==> src/rtl/tx_frm_sync_if.sv <==
// Engine-side handshake between the TX frame synchroniser and the TX engine.
// master = synchroniser (trig/qw_len/lst_ben/rsk), slave = TX engine (rsk_tk/sync/tx_underrun).
interface tx_frm_sync_if;
    logic        trig;
    logic [12:0] qw_len;
    logic [7:0]  lst_ben;
    logic        rsk;
    logic        rsk_tk;
    logic        sync;
    logic        tx_underrun;

    modport master (
        output trig, qw_len, lst_ben, rsk,
        input  rsk_tk, sync, tx_underrun
    );

    modport slave (
        input  trig, qw_len, lst_ben, rsk,
        output rsk_tk, sync, tx_underrun
    );
endinterface

==> src/rtl/tx_frm_sync.sv <==
// Store-and-forward frame synchroniser in front of the Ethernet TX engine.
// Ports: clk, rst_n (async low); rd_addr/rd_data buffer read port (1-cycle latency);
// committed_prod producer pointer; eng (trig, qw_len, lst_ben, rsk / rsk_tk, sync,
// tx_underrun); len_err sticky length error; frm_cnt completed frame count.
module tx_frm_sync #(
    parameter int BW      = 9,
    parameter int MIN_LEN = 24,
    parameter int MAX_LEN = 9600,
    parameter bit RSK_EN  = 1'b1
) (
    input  logic          clk,
    input  logic          rst_n,
    output logic [BW-1:0] rd_addr,
    input  logic [63:0]   rd_data,
    input  logic [BW:0]   committed_prod,
    tx_frm_sync_if.master eng,
    output logic          len_err,
    output logic [31:0]   frm_cnt
);

    localparam int PW = BW + 1;
    localparam logic [15:0] MIN_L = 16'(MIN_LEN);
    localparam logic [15:0] MAX_L = 16'(MAX_LEN);

    typedef enum logic [2:0] {
        FETCH, RD_WAIT, DECODE, AVAIL, BUSY, HALT
    } state_t;

    typedef enum logic [1:0] {
        SH_IDLE, SH_WAIT, SH_DEC
    } sh_t;

    state_t        state, state_n;
    sh_t           sh, sh_n;
    logic [BW:0]   ptr, ptr_n;
    logic [BW:0]   sof_ptr, sof_ptr_n;
    logic [12:0]   qw_len, qw_len_n;
    logic [7:0]    lst_ben, lst_ben_n;
    logic [12:0]   nxt_qw, nxt_qw_n;
    logic [7:0]    nxt_ben, nxt_ben_n;
    logic          nxt_valid, nxt_valid_n;
    logic          und, und_n;
    logic          trig, trig_n;
    logic          rsk, rsk_n;
    logic          len_err_n;
    logic [31:0]   frm_cnt_n;
    logic [BW-1:0] rd_addr_n;

    logic [BW:0]   diff;
    logic          has_desc;
    logic [15:0]   len;
    logic [16:0]   len_sum;
    logic          len_ok;
    logic [12:0]   dec_qw;
    logic [7:0]    dec_ben;
    logic          avail_cur;
    logic          avail_nxt;
    logic          und_hit;
    logic          desc_unused;

    assign eng.trig    = trig;
    assign eng.qw_len  = qw_len;
    assign eng.lst_ben = lst_ben;
    assign eng.rsk     = rsk;

    assign desc_unused = ^rd_data[63:16];

    // Occupancy in BW+1 bits; the wrap bit makes a full buffer distinct from empty.
    assign diff      = committed_prod - ptr;
    assign has_desc  = (diff != '0);
    assign len       = rd_data[15:0];
    assign len_sum   = {1'b0, len} + 17'd7;
    assign dec_qw    = 13'(len_sum >> 3);
    assign len_ok    = (len >= MIN_L) && (len <= MAX_L);
    assign dec_ben   = (len[2:0] == 3'd0) ? 8'hFF
                     : (8'h01 << len[2:0]) - 8'h01;
    assign avail_cur = 14'(diff) >= 14'(qw_len) + 14'd1;
    assign avail_nxt = 14'(diff) >= 14'(nxt_qw) + 14'd1;
    assign und_hit   = und | eng.tx_underrun;

    always_comb begin
        state_n     = state;
        sh_n        = sh;
        ptr_n       = ptr;
        sof_ptr_n   = sof_ptr;
        qw_len_n    = qw_len;
        lst_ben_n   = lst_ben;
        nxt_qw_n    = nxt_qw;
        nxt_ben_n   = nxt_ben;
        nxt_valid_n = nxt_valid;
        und_n       = und;
        trig_n      = 1'b0;
        rsk_n       = 1'b0;
        len_err_n   = len_err;
        frm_cnt_n   = frm_cnt;
        rd_addr_n   = rd_addr;

        unique case (state)
            FETCH: begin
                // The descriptor must be committed before it is read.
                if (has_desc) begin
                    rd_addr_n = ptr[BW-1:0];
                    state_n   = RD_WAIT;
                end
            end
            RD_WAIT: state_n = DECODE;
            DECODE: begin
                if (!len_ok) begin
                    len_err_n = 1'b1;
                    state_n   = HALT;
                end else begin
                    qw_len_n  = dec_qw;
                    lst_ben_n = dec_ben;
                    state_n   = AVAIL;
                end
            end
            AVAIL: begin
                if (avail_cur) begin
                    trig_n    = 1'b1;
                    sof_ptr_n = ptr;
                    ptr_n     = ptr + PW'(qw_len) + PW'(1);
                    state_n   = BUSY;
                end
            end
            BUSY: begin
                if (eng.tx_underrun) und_n = 1'b1;

                // Shadow decode of the following descriptor at ptr.
                unique case (sh)
                    SH_IDLE: begin
                        if (!nxt_valid && !len_err && has_desc) begin
                            rd_addr_n = ptr[BW-1:0];
                            sh_n      = SH_WAIT;
                        end
                    end
                    SH_WAIT: sh_n = SH_DEC;
                    SH_DEC: begin
                        sh_n = SH_IDLE;
                        if (len_ok) begin
                            nxt_qw_n    = dec_qw;
                            nxt_ben_n   = dec_ben;
                            nxt_valid_n = 1'b1;
                        end else begin
                            len_err_n = 1'b1;
                        end
                    end
                    default: sh_n = SH_IDLE;
                endcase

                rsk_n = RSK_EN && nxt_valid && avail_nxt
                     && !und_hit && !eng.sync;

                if (eng.sync) begin
                    sh_n        = SH_IDLE;
                    nxt_valid_n = 1'b0;
                    und_n       = 1'b0;
                    if (und_hit) begin
                        // Rewind and resend the aborted frame.
                        ptr_n   = sof_ptr;
                        state_n = AVAIL;
                    end else begin
                        frm_cnt_n = frm_cnt + 32'd1;
                        if (RSK_EN && eng.rsk_tk && nxt_valid) begin
                            qw_len_n  = nxt_qw;
                            lst_ben_n = nxt_ben;
                            sof_ptr_n = ptr;
                            ptr_n     = ptr + PW'(nxt_qw) + PW'(1);
                        end else if (len_err_n) begin
                            state_n = HALT;
                        end else if (nxt_valid) begin
                            qw_len_n  = nxt_qw;
                            lst_ben_n = nxt_ben;
                            state_n   = AVAIL;
                        end else begin
                            state_n = FETCH;
                        end
                    end
                end
            end
            HALT: state_n = HALT;
            default: state_n = FETCH;
        endcase
    end

    always_ff @(posedge clk or negedge rst_n) begin
        if (!rst_n) begin
            state     <= FETCH;
            sh        <= SH_IDLE;
            ptr       <= '0;
            sof_ptr   <= '0;
            qw_len    <= '0;
            lst_ben   <= '0;
            nxt_qw    <= '0;
            nxt_ben   <= '0;
            nxt_valid <= 1'b0;
            und       <= 1'b0;
            trig      <= 1'b0;
            rsk       <= 1'b0;
            len_err   <= 1'b0;
            frm_cnt   <= '0;
            rd_addr   <= '0;
        end else begin
            state     <= state_n;
            sh        <= sh_n;
            ptr       <= ptr_n;
            sof_ptr   <= sof_ptr_n;
            qw_len    <= qw_len_n;
            lst_ben   <= lst_ben_n;
            nxt_qw    <= nxt_qw_n;
            nxt_ben   <= nxt_ben_n;
            nxt_valid <= nxt_valid_n;
            und       <= und_n;
            trig      <= trig_n;
            rsk       <= rsk_n;
            len_err   <= len_err_n;
            frm_cnt   <= frm_cnt_n;
            rd_addr   <= rd_addr_n;
        end
    end

endmodule
==> src/flat_wrapper.sv <==
// flat-port wrapper written by rule: the top's interface ports become plain ports
module tx_frm_sync_flat 
#(
    parameter int BW      = 9,
    parameter int MIN_LEN = 24,
    parameter int MAX_LEN = 9600,
    parameter bit RSK_EN  = 1'b1
)
  (clk, rst_n, rd_addr, rd_data, committed_prod, len_err, frm_cnt, eng_trig, eng_qw_len, eng_lst_ben, eng_rsk, eng_rsk_tk, eng_sync, eng_tx_underrun);
  tx_frm_sync_if eng_i ();
  input  logic clk;
  input  logic rst_n;
  output logic [BW-1:0] rd_addr;
  input  logic [63:0] rd_data;
  input  logic [BW:0] committed_prod;
  output logic len_err;
  output logic [31:0] frm_cnt;
  output wire logic [$bits(eng_i.trig)-1:0] eng_trig;
  output wire logic [$bits(eng_i.qw_len)-1:0] eng_qw_len;
  output wire logic [$bits(eng_i.lst_ben)-1:0] eng_lst_ben;
  output wire logic [$bits(eng_i.rsk)-1:0] eng_rsk;
  input wire logic [$bits(eng_i.rsk_tk)-1:0] eng_rsk_tk;
  input wire logic [$bits(eng_i.sync)-1:0] eng_sync;
  input wire logic [$bits(eng_i.tx_underrun)-1:0] eng_tx_underrun;
  assign eng_trig = eng_i.trig;
  assign eng_qw_len = eng_i.qw_len;
  assign eng_lst_ben = eng_i.lst_ben;
  assign eng_rsk = eng_i.rsk;
  assign eng_i.rsk_tk = eng_rsk_tk;
  assign eng_i.sync = eng_sync;
  assign eng_i.tx_underrun = eng_tx_underrun;
  tx_frm_sync #(.BW(BW), .MIN_LEN(MIN_LEN), .MAX_LEN(MAX_LEN), .RSK_EN(RSK_EN)) u_core (.clk(clk), .rst_n(rst_n), .rd_addr(rd_addr), .rd_data(rd_data), .committed_prod(committed_prod), .eng(eng_i), .len_err(len_err), .frm_cnt(frm_cnt));
endmodule
==> config.mk <==
export PLATFORM = sky130hd
export DESIGN_NAME = tx_frm_sync_flat
export DESIGN_NICKNAME = d
export VERILOG_FILES = /design/src/rtl/tx_frm_sync_if.sv /design/src/rtl/tx_frm_sync.sv /design/src/flat_wrapper.sv
export SDC_FILE = /design/constraint.sdc
export NUM_CORES = 1
export LEC_CHECK = 0
export ABC_AREA = 1
export CAP_MARGIN = 20
export CORE_AREA = 8 8 132 134
export DETAILED_ROUTE_END_ITERATION = 6
export DIE_AREA = 0 0 140 142
export PLACE_DENSITY = 0.78
export REMOVE_ABC_BUFFERS = 1
export SYNTH_ARGS = -nofsm -noshare
export SYNTH_HDL_FRONTEND = slang
export SYNTH_SLANG_ARGS = --single-unit
export TNS_END_PERCENT = 1
==> constraint.sdc <==
create_clock -name clk -period 3.65 [get_ports clk]
set_input_delay 0.73 -clock clk [delete_from_list [all_inputs] [get_ports clk]]
set_output_delay 0.73 -clock clk [all_outputs]
set_load 0.02 [all_outputs]
==> results of run 1 <==
## worst paths after layout
path                       slack (ps)  depth (start not counted)         startpoint            endpoint
max in group asynchronous        2470                          2              rst_n   u_core.sof_ptr[1]
min in group clk                  470                          2  u_core.rd_addr[6]   u_core.rd_addr[6]
setup / recovery                  190                         24  committed_prod[0]     u_core.state[2]
hold reg to reg                   470                          2  u_core.rd_addr[6]   u_core.rd_addr[6]
hold / removal                    390                          1              rst_n  u_core.frm_cnt[28]
setup reg to reg                  390                         23      u_core.ptr[3]     u_core.state[2]
## flip-flops by register name, summed over array words and instances (netlist names)
register            cells
u_core.frm_cnt         32
u_core.eng.qw_len      13
u_core.nxt_qw          13
u_core.ptr             10
u_core.sof_ptr         10
u_core.rd_addr          9
u_core.eng.lst_ben      8
u_core.nxt_ben          8
u_core.state            3
u_core.sh               2
u_core.eng.rsk          1
u_core.eng.trig         1
u_core.len_err          1
u_core.nxt_valid        1
u_core.und              1
## critical path, cell delays in order
cell and delay [ps]:
clkdlybuf4s50_1 460, inv_1 50, ha_2 190, fa_2 340, inv_1 80, nand3_1 90, nand2_1 110, nand2_1 60
nand2_1 80, nand2_1 60, nand2_2 90, inv_1 60, ha_1 290, nand2_1 90, inv_1 70, o21ai_0 80
nand2_1 80, nand3_2 120, nand4_4 140, buf_4 130, nand2_1 70, nor2_2 170, nand2_1 80, nand2_1 70
## area by class of cell
type | count | area, um2 | share of cell area [%]
Multi-Input combinational cell | 803 | 4661 | 45.99
Sequential cell | 113 | 2828 | 27.90
Timing Repair Buffer | 130 | 1236 | 12.20
Inverter | 143 | 539.3 | 5.321
Clock buffer | 23 | 478.0 | 4.716
Tap cell | 192 | 240.2 | 2.370
Clock inverter | 9 | 152.6 | 1.506
## power breakdown
part	leakage, nW	switching [mW]	internal, mW
Combinational	3.29	2.96	2.14
Sequential	1.40	0.490	1.64
Clock	0.312	0.575	1.20
## cells by family after synthesis
family                     count (synthesis)
adders and majority gates                 53
AOI/OAI and AO/OA                        167
DFF                                      113
and+or+nand+nor                          514
xor gates and xnor gates                  63
buffers and inverters                    164
muxes                                      6
## cell usage in the layout, fill, tap and decap left out, types with 6 or more instances in the layout
cell type        instances
nor2_1                  80
buf_4                   34
ha_1                    49
nor3_1                  17
nor4_1                   6
xnor2_1                 23
o21ai_0                 62
nand2_1                274
o21ai_1                 33
a31oi_1                  6
clkdlybuf4s50_1         94
clkbuf_16               17
a21oi_1                 39
dfrtp_1                113
nand3_1                 65
nand4_1                 25
xor2_1                  40
inv_1                  137
nor2_4                   6
## stage by stage
stage | utilization, % | cells | TNS, ps | instance area [um2] | hold slack (ps)
after floorplan | - | 1059 | 0 | 7996 | 434.4
after CTS | 65.50 | 1413 | 0 | 10100 | 412.9
after global routing | 65.70 | 1413 | -57.84 | 10130 | 452.3
final | 65.70 | 1413 | 0 | 10130 | 390.0
after global placement | 61.41 | 1381 | -5225 | 9473 | 455.3
after detailed placement | 61.41 | 1381 | -6374 | 9473 | 455.1
## routing by layer
| layer | vias up | GRT usage, % |
|---|---|---|
| li1 | 3807 | - |
| met1 | 3530 | 28.09 |
| met2 | 220 | 38.44 |
| met4 | 0 | 11.71 |
| met3 | 41 | 3.992 |
| met5 | - | 0 |
==> impl_metrics.py, run 1 <==
metrics = {
    "synth": {
        "synth_compound_area_share_pct": 11.39,
        "yosysWarnings": 0,
        "synth_top_cells_by_count": "nand2_1, inv_1, dfrtp_1",
        "synth-adder-area-share_pct": 8.466,
        "synthXorXnorAreaFrac_pct": 6.813,
        "synth_top_family_by_area": "simple AND/OR/NAND/NOR gates",
        "synthArstFlopShare_pct": 100.0,
        "synth_area_leaders": "dfrtp_1, nand2_1, ha_1",
        "synth_edf_count": 0,
        "yosys.area_share.simple_pct": 29.69,
        "yosysMostFrequentCell": "nand2_1",
        "synth_ff_type": "dfrtp_1",
        "synth-seq-cells": 113,
        "syn-instance-count": 1080,
        "syn_area_um2": 8099,
        "seq_area_frac_synth_pct": 34.91,
        "syn_area_per_cell_um2": 7.499,
        "post_synth_mux_area_share_pct": 0.8033,
        "synth_top_area_share_pct": 34.91,
        "synthDistinctLibCells": 51,
        "synth_area_leader_cell": "dfrtp_1",
    },
    "clock_tree": {
        "clk-insertion-delay-late_ps": 420,
        "cts_tree": "built",
        "cts-root-buf": "clkbuf_16",
        "hold_buffers": 0,
        "cts_buffers": 17,
        "cts_setup_buffers": 0,
        "clock_sinks": 113,
        "clk_pin_slew_ps": 60,
        "htree_levels": 4,
        "clockBufferDepth": 2,
        "cts_resized": 0,
    },
    "floorplan": {
        "io_pins": 144,
        "die_h_um": 142,
        "coreArea_um2": 15420,
        "std_cell_rows": 46,
        "die_w_um": 140,
        "initial_core_util_pct": 52.51,
        "dieArea_um2": 19880,
    },
    "grt": {
        "first_global_vias": 7598,
        "antenna_found_initial": 0,
        "grt-ovfl-total": 0,
        "grt_max_degree": 59,
        "grt_pass1_wl_um": 36740,
        "track_usage_pct": 22.95,
    },
    "drt": {
        "post-route-drc-count": 0,
        "top_layer_used": "met4",
        "viasPerCell": 5.377,
        "dr_wl_met2_um": 10600,
        "wl_met3_um": 1165,
        "vias": 7598,
        "wl_um": 22040,
        "wl_met1_um": 9551,
        "antenna_left": 0,
        "dr.pass1.iters": 5,
        "drt_iter0_markers": 494,
        "routedWlPerCell_um": 15.60,
    },
    "power_and_ir_drop": {
        "powerDensity_nw_per_um2": 888.4,
        "leakage_nw": 5.000,
        "power.total_mw": 9.003,
        "peakVddDrop_v": 0.0004962,
    },
    "setup_path": {
        "setup.worst_path.class": "input port to flip-flop",
        "cp_data_required_time_ps": 4010,
        "crit_path_max_fanout": 3,
        "cp.arrival_ps": 3810,
        "end_kind": "flip-flop",
        "cp-start-kind": "input port",
    },
    "placement": {
        "numPortBuffers": 95,
        "dp_hpwl_um": 16880,
        "place_ws_ps": -327.8,
        "gp_congestion": 0.9360,
    },
    "status": {
        "status": "completed",
    },
    "timing": {
        "min_period_ps": 3456,
        "timing.final.ws_setup_ps": 193.9,
        "setup_violations": 0,
        "drv_slew": 0,
        "final.period_utilization_pct": 94.69,
        "fmax_mhz": 289.3,
        "hold_viol": 0,
        "tightest_slew_ps": 750.7,
        "relSlewSlack_pct": 49.95,
        "finClkSkew_ps": 7.195,
    },
    "cells_and_area": {
        "nets": 1340,
        "syn_to_final_growth_pct": 25.13,
        "drive_gt1_share_pct": 9.664,
        "fillers": 1355,
        "antenna_cells": 0,
    },
    "hold_path": {
        "worst_hold_path_type": "input port to async pin",
    },
    "flow_run": {
        "drv_cap": 0,
    },
}
(Power assumes the default switching activity.)
==> run 2, diff against run 1 <==
==> constraint.sdc (replaced) <==
create_clock -name clk -period 3.65 [get_ports clk]
set_input_delay 0.73 -clock clk [delete_from_list [all_inputs] [get_ports clk]]
set_output_delay 0.73 -clock clk [all_outputs]
set_load 0.1 [all_outputs]
==> impl_metrics.py, run 2 (same netlist as run 1, synthesis figures left out) <==
metrics = {
    "grt": {
        "grt_pass1_wl_um": 36300,
        "grt_max_degree": 63,
        "met1_usage_pct": 28.30,
        "met2_usage_pct": 37.39,
        "antenna_found_initial": 0,
        "first_global_vias": 7474,
        "top_usage_layer": "met2",
        "track_usage_pct": 22.61,
        "use_met3_pct": 4.428,
        "grt-ovfl-total": 0,
    },
    "cells_and_area": {
        "drive_gt1_share_pct": 11.54,
        "fillers": 1328,
        "largest_reg_flops": 32,
        "nets": 1341,
        "top_register": "u_core.frm_cnt",
        "fin_cells": 1414,
        "regArea_um2": 2828,
        "post-route-util_pct": 65.69,
        "multi_input_area_um2": 4687,
        "syn_to_final_growth_pct": 25.10,
        "final_cell_mix": "nand2_1, inv_1, dfrtp_1, clkdlybuf4s50_1, nor2_1",
        "reg.largest.list": "u_core.frm_cnt (32), u_core.eng.qw_len (13), u_core.nxt_qw (13)",
        "antenna_cells": 0,
        "final_common_cell": "nand2_1",
    },
    "drt": {
        "dr.pass1.iters": 5,
        "vias": 7622,
        "wl_um": 21810,
        "drt_iter0_markers": 660,
        "viasPerCell": 5.390,
        "post-route-drc-count": 0,
        "routedWlPerCell_um": 15.43,
        "antenna_left": 0,
    },
    "setup_path": {
        "cp-start-kind": "input port",
        "setup.worst_path.class": "input port to flip-flop",
        "crit_path_max_fanout": 3,
        "end_kind": "flip-flop",
        "cp.arrival_ps": 3820,
        "cp_data_required_time_ps": 4000,
    },
    "timing": {
        "setup_violations": 0,
        "fmax_mhz": 288.9,
        "finClkSkew_ps": 9.482,
        "drv_slew": 0,
        "hold_viol": 0,
        "setup_tns_ps": 0,
        "tightest_slew_ps": 993.3,
        "final.period_utilization_pct": 94.85,
        "min_period_ps": 3462,
        "relSlewSlack_pct": 33.57,
    },
    "placement": {
        "numPortBuffers": 95,
        "placedCellCount": 1381,
        "gp_congestion": 0.9098,
        "dp_hpwl_um": 16460,
    },
    "clock_tree": {
        "htree_levels": 4,
        "clk-insertion-delay-late_ps": 420,
        "clock_sinks": 113,
        "clk_pin_slew_ps": 60,
        "cts-root-buf": "clkbuf_16",
        "cts_buffers": 17,
        "clockBufferDepth": 2,
        "cts_tree": "built",
        "hold_buffers": 0,
    },
    "floorplan": {
        "coreArea_um2": 15420,
        "std_cell_rows": 46,
        "initial_core_util_pct": 52.51,
        "die_w_um": 140,
        "dieArea_um2": 19880,
        "die_h_um": 142,
        "io_pins": 144,
    },
    "hold_path": {
        "worst_hold_path_type": "input port to async pin",
    },
    "flow_run": {
        "drv_cap": 0,
    },
    "power_and_ir_drop": {
        "leakage_nw": 5.013,
        "peakVddDrop_v": 0.0006018,
        "powerDensity_nw_per_um2": 990.6,
    },
    "status": {
        "status": "completed",
    },
}
==> run 2: worst paths after layout <==
path,from,endpoint,slack (ps),depth (start not counted)
worst max-delay path,committed_prod[0],u_core.state[1],190,18
worst min-delay path,rst_n,u_core.ptr[2],400,1
worst max register to register,u_core.ptr[3],u_core.state[1],390,21
worst min register to register,u_core.rd_addr[3],u_core.rd_addr[3],470,2
max in group asynchronous,rst_n,u_core.eng.qw_len[6],2420,2
min in group clk,u_core.rd_addr[3],u_core.rd_addr[3],470,2
==> run 2: layer usage <==
metal	share of wire [%]	vias to the layer above
li1	-	3812
met1	44	3541
met2	48	236
met3	5.8	33
met4	2.6	0
met5	0	-
==> run 2: area by class of cell <==
cell class | count | area share, %
repair buffers | 131 | 11.95
well taps | 192 | 2.371
inverters | 143 | 5.322
multi-input cells | 803 | 46.26
clock buffers | 19 | 4.371
clock inverters | 13 | 1.815
flip-flops and latches | 113 | 27.91
==> run 2: power breakdown <==
group	switching (mW)	leakage, nW	internal (mW)	total (mW)
Sequential	0.492	1.40	1.64	2.13
Combinational	4.03	3.32	2.12	6.14
Clock	0.607	0.299	1.16	1.77
Total	5.12	5.01	4.91	10.0
==> run 2: timing repair <==
item	4_1_cts	5_1_grt
buffers inserted	0	1
gates resized for setup	0	15
endpoints found under the setup margin	0	23
==> run 2: through the flow <==
step                hold WS [ps]  power, mW  setup slack, ps  instance area (um2)
floorplan                  434.4      6.387            117.9                 7996
detailed placement         461.9      8.117           -290.8                 9440
CTS                        417.9      9.939            41.11                10070
finish                     396.3      10.04            188.0                10130
global placement           456.2      7.962           -245.1                 9440
global route               456.0      10.85           -5.099                10130
==> run 2: critical path, cell delays in order <==
cell and delay [ps]:
clkdlybuf4s50_1 450, inv_1 50, ha_2 190, fa_2 400, inv_2 70, nand4_1 120, nand4_1 100, nand2_1 110
ha_1 300, inv_1 60, nor4_2 280, nand4_1 260, nand4_4 210, buf_4 140, nand2_1 70, nor2_2 160
nand2_1 70, nand2_1 60
